`config.mk`:
```
export PLATFORM = sky130hd
export DESIGN_NAME = hazard_scoreboard
export DESIGN_NICKNAME = d
export VERILOG_FILES = /design/src/rtl/hazard_scoreboard_pkg.sv /design/src/rtl/hazard_scoreboard_pend_counter.sv /design/src/rtl/hazard_scoreboard.sv
export SDC_FILE = /design/constraint.sdc
export NUM_CORES = 1
export LEC_CHECK = 0
export CORE_UTILIZATION = 40
export DETAILED_ROUTE_END_ITERATION = 16
export DONT_BUFFER_PORTS = 1
export SKIP_LAST_GASP = 1
export SLEW_MARGIN = 20
export SYNTH_ARGS = -nofsm -noshare
export SYNTH_HDL_FRONTEND = slang
export SYNTH_SLANG_ARGS = --single-unit
```
`constraint.sdc`:
```
create_clock -name clk -period 6.3 [get_ports clk]
set_input_delay 0.945 -clock clk [delete_from_list [all_inputs] [get_ports clk]]
set_output_delay 0.945 -clock clk [all_outputs]
set_load 0.005 [all_outputs]
```
`src/rtl/hazard_scoreboard_pkg.sv`:
```
// -----------------------------------------------------------------------------
// hazard_scoreboard_pkg
//   Shared constants and types for the register-dependency scoreboard.
//   - REGISTER_FILE_ADDRESS_LEN : width of an architectural register address
//   - REG_COUNT                 : number of architectural registers tracked
//   - cnt_action_t              : what a per-register pending counter does on
//                                 the next edge
// -----------------------------------------------------------------------------
package hazard_scoreboard_pkg;

    localparam int REGISTER_FILE_ADDRESS_LEN = 4;
    localparam int REG_COUNT                 = 16;

    typedef enum logic [1:0] {
        CNT_HOLD = 2'd0,
        CNT_INC  = 2'd1,
        CNT_DEC  = 2'd2
    } cnt_action_t;

    // Resolve simultaneous increment/decrement requests into one action.
    // An issue and a retirement in the same cycle cancel out.
    function automatic cnt_action_t resolve_action(input logic inc, input logic dec);
        cnt_action_t act;
        act = CNT_HOLD;
        if (inc && !dec) begin
            act = CNT_INC;
        end else if (dec && !inc) begin
            act = CNT_DEC;
        end
        return act;
    endfunction

endpackage

```
`src/rtl/hazard_scoreboard_pend_counter.sv`:
```
// -----------------------------------------------------------------------------
// pend_counter
//   Saturating up/down counter holding the number of in-flight writers of one
//   architectural register.
//   Ports:
//     clk       in   clock
//     rst       in   synchronous active-high reset, clears the count
//     inc       in   a writer of this register issues this cycle
//     dec       in   a writer of this register retires this cycle
//     count     out  current pending count (registered)
//     overflow  out  inc requested while already at max (count held)
//     underflow out  dec requested while already at zero (count held)
// -----------------------------------------------------------------------------
module pend_counter
    import hazard_scoreboard_pkg::*;
#(
    parameter int CNT_W = 2
) (
    input  logic             clk,
    input  logic             rst,
    input  logic             inc,
    input  logic             dec,
    output logic [CNT_W-1:0] count,
    output logic             overflow,
    output logic             underflow
);

    logic [CNT_W-1:0] count_q;
    logic [CNT_W-1:0] count_d;
    cnt_action_t      action;

    always_comb begin
        action    = resolve_action(inc, dec);
        count_d   = count_q;
        overflow  = 1'b0;
        underflow = 1'b0;
        case (action)
            CNT_INC: begin
                if (count_q == '1) begin
                    overflow = 1'b1;
                end else begin
                    count_d = count_q + CNT_W'(1);
                end
            end
            CNT_DEC: begin
                if (count_q == '0) begin
                    underflow = 1'b1;
                end else begin
                    count_d = count_q - CNT_W'(1);
                end
            end
            default: begin
                count_d = count_q;
            end
        endcase
    end

    always_ff @(posedge clk) begin
        if (rst) begin
            count_q <= '0;
        end else begin
            count_q <= count_d;
        end
    end

    assign count = count_q;

endmodule

```
`src/rtl/hazard_scoreboard.sv`:
```
// -----------------------------------------------------------------------------
// hazard_scoreboard
//   Register-dependency scoreboard and stall controller for the five-stage
//   pipeline. Tracks, per architectural register, how many issued instructions
//   still owe a write-back, and raises hazard when the instruction in ID reads
//   one of those registers.
//   Ports:
//     clk, rst            clock, synchronous active-high reset
//     id_valid            ID holds a real instruction
//     src_1_en / src_1    first source read enable / address
//     two_src / src_2     second source read enable / address
//     id_wb_en / id_dest  ID instruction writes back / its destination
//     flush               ID instruction is squashed this cycle
//     wb_en_in / wb_dest  write-back stage writes the register file
//     hazard              stall IF/ID, ID emits a bubble (combinational)
//     stall_count         saturating count of cycles with hazard asserted
//     sb_error            sticky pending-counter overflow/underflow flag
// -----------------------------------------------------------------------------
module hazard_scoreboard
    import hazard_scoreboard_pkg::*;
#(
    parameter int REG_ADDR_W  = REGISTER_FILE_ADDRESS_LEN,
    parameter int CNT_W       = 2,
    parameter int STALL_CNT_W = 16
) (
    input  logic                   clk,
    input  logic                   rst,
    input  logic                   id_valid,
    input  logic                   src_1_en,
    input  logic [REG_ADDR_W-1:0]  src_1,
    input  logic                   two_src,
    input  logic [REG_ADDR_W-1:0]  src_2,
    input  logic                   id_wb_en,
    input  logic [REG_ADDR_W-1:0]  id_dest,
    input  logic                   flush,
    input  logic                   wb_en_in,
    input  logic [REG_ADDR_W-1:0]  wb_dest,
    output logic                   hazard,
    output logic [STALL_CNT_W-1:0] stall_count,
    output logic                   sb_error
);

    localparam int NUM_REGS = 1 << REG_ADDR_W;

    logic [CNT_W-1:0]       pend [NUM_REGS];
    logic [NUM_REGS-1:0]    ret_vec;
    logic [NUM_REGS-1:0]    iss_vec;
    logic [NUM_REGS-1:0]    busy_vec;
    logic [NUM_REGS-1:0]    ovf_vec;
    logic [NUM_REGS-1:0]    udf_vec;
    logic                   src_1_busy;
    logic                   src_2_busy;
    logic                   issue_ok;

    logic [STALL_CNT_W-1:0] stall_count_q;
    logic [STALL_CNT_W-1:0] stall_count_d;
    logic                   sb_error_q;
    logic                   sb_error_d;

    // Retirement decode and effective pending state. The register file writes
    // before it is read, so a register retiring this cycle no longer blocks
    // a reader when its last outstanding writer is the one retiring.
    always_comb begin
        for (int r = 0; r < NUM_REGS; r++) begin
            ret_vec[r]  = wb_en_in & (wb_dest == REG_ADDR_W'(r));
            busy_vec[r] = (pend[r] - CNT_W'(ret_vec[r])) != '0;
        end
    end

    // Sources are compared against pre-issue state, so an instruction whose
    // destination equals one of its sources does not stall on itself.
    assign src_1_busy = src_1_en & busy_vec[src_1];
    assign src_2_busy = two_src  & busy_vec[src_2];
    assign hazard     = ~rst & id_valid & ~flush & (src_1_busy | src_2_busy);

    // A stalled or squashed instruction never reaches EX, so it records no
    // pending write.
    assign issue_ok = id_valid & id_wb_en & ~hazard & ~flush;

    always_comb begin
        for (int r = 0; r < NUM_REGS; r++) begin
            iss_vec[r] = issue_ok & (id_dest == REG_ADDR_W'(r));
        end
    end

    for (genvar g = 0; g < NUM_REGS; g++) begin : g_pend
        pend_counter #(
            .CNT_W (CNT_W)
        ) u_pend_counter (
            .clk       (clk),
            .rst       (rst),
            .inc       (iss_vec[g]),
            .dec       (ret_vec[g]),
            .count     (pend[g]),
            .overflow  (ovf_vec[g]),
            .underflow (udf_vec[g])
        );
    end

    always_comb begin
        stall_count_d = stall_count_q;
        if (hazard && (stall_count_q != '1)) begin
            stall_count_d = stall_count_q + STALL_CNT_W'(1);
        end
        sb_error_d = sb_error_q | (|ovf_vec) | (|udf_vec);
    end

    always_ff @(posedge clk) begin
        if (rst) begin
            stall_count_q <= '0;
            sb_error_q    <= 1'b0;
        end else begin
            stall_count_q <= stall_count_d;
            sb_error_q    <= sb_error_d;
        end
    end

    assign stall_count = stall_count_q;
    assign sb_error    = sb_error_q;

endmodule

```
* After elaboration in Yosys (flattened, before gate mapping) *
Index checks and enable logic that the tools add are counted.

cells by class
  $add $sub $neg = 49
  order comparisons = 2
  equal/unequal tests = 111
  mux-type cells = 148
  bitwise operators = 46
  reduce and logical (&&, ||, !) cells = 133

operators by type and width
  cell                                                                    number
  2-bit 2-to-1 mux                                                        64
  1-bit 2-to-1 mux                                                        66
  2-bit equality test (second input constant)                             32
  4-bit equality test (second input constant)                             16
  2-bit inequality test (second input constant)                           32
  2-bit case mux with 2 select lines                                      16
  2-bit nonzero test                                                      32
  3-bit AND reduction                                                     16
  1-bit AND                                                               40
  1-bit logical AND                                                       33
  2-bit by 1-bit adder with 2-bit output (second input constant)          16
  2-bit by 1-bit equality test with 1-bit output (second input constant)  16
  4-bit by 3-bit equality test with 1-bit output (second input constant)  8
  1-bit zero test                                                         32
  2-bit zero test                                                         16
  16-bit OR reduction                                                     2
  2-bit by 1-bit subtractor with 2-bit output                             16
  2-bit by 1-bit subtractor with 2-bit output (second input constant)     16
  16-bit by 1-bit adder with 16-bit output (second input constant)        1
  4-bit by 2-bit equality test with 1-bit output (second input constant)  4
  16-bit inequality test (second input constant)                          1
  4-bit by 5-bit < comparator with 1-bit output (second input constant)   2
  1-bit binary-select mux with 4-bit select                               2
  4-bit by 1-bit equality test with 1-bit output (second input constant)  2
  3 further kinds                                                         8

storage, ports and cells
  register bits = 49
  output and inout bits = 18

* Logic depth before layout (Yosys ltp) *
  word-level depth = 22
  gate-level depth with buffers = 19
  gate-level depth less buffers = 18

* Cells and area by module *
Synthesis repeated with hierarchy kept, for this count alone.

unflattened totals
  cells, all modules = 488
  area, all modules = 3691.0 um^2

modules (own cells, without submodules)
  module             instances  cells each  area an instance (um^2)
  hazard_scoreboard  1          264         1849.3
  pend_counter       16         14          115.1

* Worst setup path before layout *
No wires, ideal clock.

  path type = input to register
  start = in wb_dest[0]
  end = reg sb_error_q, in the netlist sb_error
  setup time = 132 ps
  data arrival time = 4092 ps
  required time = 6168 ps
  path slack = 2075 ps
  cell stages on the path = 16
  path buffers = 1
  cells stage by stage = nand2b_1 > nor2_1 > xor2_1 > or4b_2 > nand4_1 > a32oi_2 > nor2_2 > o21bai_1 > buf_2 > or3_1 > ha_1 > a32o_1 > a211oi_1 > nand4_1 > nor4_1 > a21oi_1

on the way
  word-level cells in the longest chain between the ends = 22
  elaborated cells between the ends (all ways) = 255

RTL lines
  item                                                                          line                                              source
  from (decl)                                                                   hazard_scoreboard.sv:37                           input logic [REG_ADDR_W-1:0] wb_dest,
  4-bit by 1-bit equality test with 1-bit output, or another cell as far along  hazard_scoreboard.sv:65                           ret_vec[r] = wb_en_in & (wb_dest == REG_ADDR_W'(r));
  1-bit AND                                                                     hazard_scoreboard.sv:65
  2-bit by 1-bit subtractor with 2-bit output                                   hazard_scoreboard.sv:66                           busy_vec[r] = (pend[r] - CNT_W'(ret_vec[r])) != '0;
  2-bit nonzero test                                                            hazard_scoreboard.sv:66
  1-bit binary-select mux with 4-bit select (on tied branches)                  hazard_scoreboard.sv:72, hazard_scoreboard.sv:73
  1-bit 2-to-1 mux (on tied branches)                                           hazard_scoreboard.sv:72, hazard_scoreboard.sv:73
  1-bit AND (on tied branches)                                                  hazard_scoreboard.sv:72, hazard_scoreboard.sv:73
  1-bit OR                                                                      hazard_scoreboard.sv:74                           assign hazard = ~rst & id_valid & ~flush & (src_1_busy | src_2_busy);
  [... 6 more ...]                                                              -
  1-bit logical AND                                                             hazard_scoreboard_pkg.sv:27                       end else if (dec && !inc) begin
  2-bit 2-to-1 mux                                                              hazard_scoreboard_pkg.sv:27
  2-bit 2-to-1 mux                                                              hazard_scoreboard_pkg.sv:25                       if (inc && !dec) begin
  2-bit by 1-bit equality test with 1-bit output                                hazard_scoreboard_pend_counter.sv:37              case (action)
  1-bit 2-to-1 mux                                                              hazard_scoreboard_pend_counter.sv:37
  16-bit OR reduction                                                           hazard_scoreboard.sv:105                          sb_error_d = sb_error_q | (|ovf_vec) | (|udf_vec);
  1-bit OR                                                                      hazard_scoreboard.sv:105
  1-bit OR *                                                                    hazard_scoreboard.sv:105
  to (signal assigned)                                                          hazard_scoreboard.sv:114                          sb_error_q <= sb_error_d;
  to (decl)                                                                     hazard_scoreboard.sv:57                           logic sb_error_q;

Every way passes the cells marked *; elsewhere a longest branch is shown, timed or not. The select of a mux whose other input is x is not followed.
A chain may end at the register's enable or synchronous reset.

* Worst setup path after layout *
  start = in wb_dest[2]
  end = reg sb_error_q, in the netlist sb_error

Same word-level chain as after synthesis.

==> flow_summary.ini <==
[timing]
fin_hold_ws_ns = 0.5315
achievable-frequency_ghz = 0.1947
report.final.hold_viol_count = 0
final-setup-viol-count = 0
clock_skew_ns = 0.009014
worst_slew_margin_rel_pct = 32.25
tightest_slew_ns = 1.015
finalWorstSetupSlack_ns = 1.165
setup_tns_ns = 0
finalWorstPathRequiredPeriod_ns = 5.135
post-route-period-util_pct = 81.51
grt_setup_unrepaired = no
slew_violations = 0

[power_and_ir_drop]
power.density_nw_per_um2 = 139.7
design_power_total_mw = 0.6220
vdd_ir_drop_max_v = 0.00009771
cellLeakagePower_nw = 1.606

[logic_synthesis]
post_synth_inst_count = 611
ys_flop_type = dfxtp_1
synth_top_area_cells = dfxtp_1 (23%), ha_1 (9.5%), nor2_1 (7.5%)
yosysWarningCount = 0
post_synth_most_frequent_cells = nor2_1 (87), dfxtp_1 (49), inv_1 (39)
synth_sequential_area_ratio_pct = 22.63
post_synth_fa_ha_maj_area_fraction_pct = 9.527
post_syn_area_per_cell_sq_um = 7.094
asyncSetResetFlopFracSynth_pct = 0
synth_mux_area_share_pct = 0.7506
synth_top_cell_by_area = dfxtp_1
postSynthRegisterBits = 49
post_syn_nets = 668
post_synth_and_or_nand_nor_area_fraction_pct = 35.13
top_cell_type_s_share_of_synthesized_area_pct = 22.63
synth.most_common_cell = nor2_1
synth_xor_area_share_pct = 1.415
main_combinational_cell_family_by_area_after_synthesis = simple AND/OR/NAND/NOR gates
synth_edf_count = 0
synth_compound_area_share_pct = 23.21
netlist_area_sq_um = 4334
synth.distinct_cells = 69

[clock_network]
tritoncts.num_buffers = 5
post_cts_resized = 0
h-tree-depth = 2
cts_post_setup_buffers_inserted = 0
cts-root-buf = clkbuf_8
clock_sinks = 49
clock_tree_from_tritoncts = yes
clk_pin_slew_worst_paths_ns = 0.11
cts_hold_buf = 0
clock_latency_ns = 0.32
clock_tree.buffer_depth = 2

[place]
place.detailed.hpwl_mm = 9.492
place.port_buffers = 0
dpl_cell_area_sq_um = 4355
finalWeightedCongestion = 0.9532
preCtsSetupSlack_ns = 0.9027
instance_count_after_placement_with_tap_cells_included = 713

[run_status]
run_status = completed

[floorplanning]
dieWidth_microns = 106.1
floorplan.die_area_sq_um = 11260
design.portCount = 42
die_h_microns = 106.1
core_area_sq_um = 10420
start_util_pct = 41.61
floorplan.rows = 37

[worst_setup_path]
timing_worst_setup_path_type = in -> reg
crit_path_start_kind = input pin
worst_ep_required_time_ns = 6.52
critical_path_peak_fanout = 30
end_kind = flop
timing.critical_path.arrival_ns = 5.35

[final_layout]
area_growth_syn_to_layout_pct = 2.742
utilization_pct = 42.75
post_layout_instance_count_excluding_filler_cells = 721
nets = 641
multi_input_comb_area_sq_um = 3035
fillCellCount = 1062
fin_area_sq_um = 4453
layout.area.seq_sq_um = 980.9
antenna_cells_inserted = 0
layout-drive-gt1-share_pct = 4.957

[grt]
grt_usage_pct = 22.34
vias_in_the_first_global_route = 3942
grt_pass1_wl_mm = 19.97
grt_antenna_before_repair = 0
grt_overflow = 0
grt_max_degree = 45

[routing]
route.detailed.drc = 0
antenna_left = 0
finalWirelength_mm = 12.21
route.detailed.wl_per_inst_microns = 16.94
top_layer_used = met4
met1_length_mm = 5.455
detailroute.via_count = 4334
detailedRoute.firstIterationViolations = 305
drt_pass1_iterations = 9
sum_of_met3_wire_segment_lengths_after_detailed_routing_microns = 944
via_per_inst = 6.011
route.met2.wl_mm = 5.574

[run]
maxCapViolCount = 0

[worst_hold_path]
timing.hold.worst.class = reg -> reg
-- power breakdown --
group	switching, mW	total, mW	internal, mW
registers	0.00713	0.321	0.314
logic	0.0545	0.0853	0.0308
clock network	0.132	0.216	0.0843
total	0.193	0.622	0.429
-- worst max-delay path, cell delays in order --
cell      delay (ns)
nor3b_2         0.49
nand2_2         0.16
inv_2           0.10
xnor2_1         0.22
a21oi_1         0.15
a32oi_1         0.25
a32oi_2         0.12
nor2_2          0.82
o21bai_1        0.11
buf_4           0.23
or3_1           0.38
ha_1            0.23
a32o_1          0.23
a211oi_1        0.38
nand4_1         0.15
nor4_1          0.27
a21oi_1         0.09
-- cell families after synthesis --
| group | after synthesis |
|---|---|
| muxes | 3 |
| AOI/OAI and AO/OA | 145 |
| and+or+nand+nor | 296 |
| xor gates and xnor gates | 7 |
| buffers and inverters | 78 |
| DFF | 49 |
| adders and majority gates | 33 |
-- layer usage --
metal	GRT usage (%)	vias up
met5	0	-
met4	6.845	0
met3	5.089	25
met2	36.83	145
met1	28.88	2000
li1	-	2164
-- registers in the layout (all words and copies together), names as in the netlist --
name	cells
g_pend.u_pend_counter.count	32
sb_error	1
stall_count	16
-- layout by cell type, fill, tap and decap left out, types with 21 or more instances in the layout --
master,n
nor3_1,29
nand3_1,37
o21ai_0,21
inv_1,39
nand2_1,38
dfxtp_1,49
nor2_1,87
ha_1,33
a21oi_1,38
nand2b_1,24
-- path summary, 6_finish.rpt --
check | startpoint | to | slack [ns] | cells after the start
setup / recovery | wb_dest[2] | sb_error | 1.17 | 17
hold / removal | stall_count[0] | stall_count[0] | 0.53 | 2
setup reg to reg | g_pend[14].u_pend_counter.count[0] | sb_error | 1.79 | 14
hold reg to reg | stall_count[0] | stall_count[0] | 0.53 | 2
-- final cells by class --
type / count / area share (%)
Multi-Input combinational cell: 484 / 68.17
Inverter: 43 / 3.625
Clock buffer: 5 / 1.545
Timing Repair Buffer: 1 / 0.1686
Sequential cell: 49 / 22.03
Tap cell: 136 / 3.821
Clock inverter: 3 / 0.6462
No activity file was read; power rests on OpenSTA's default activity.
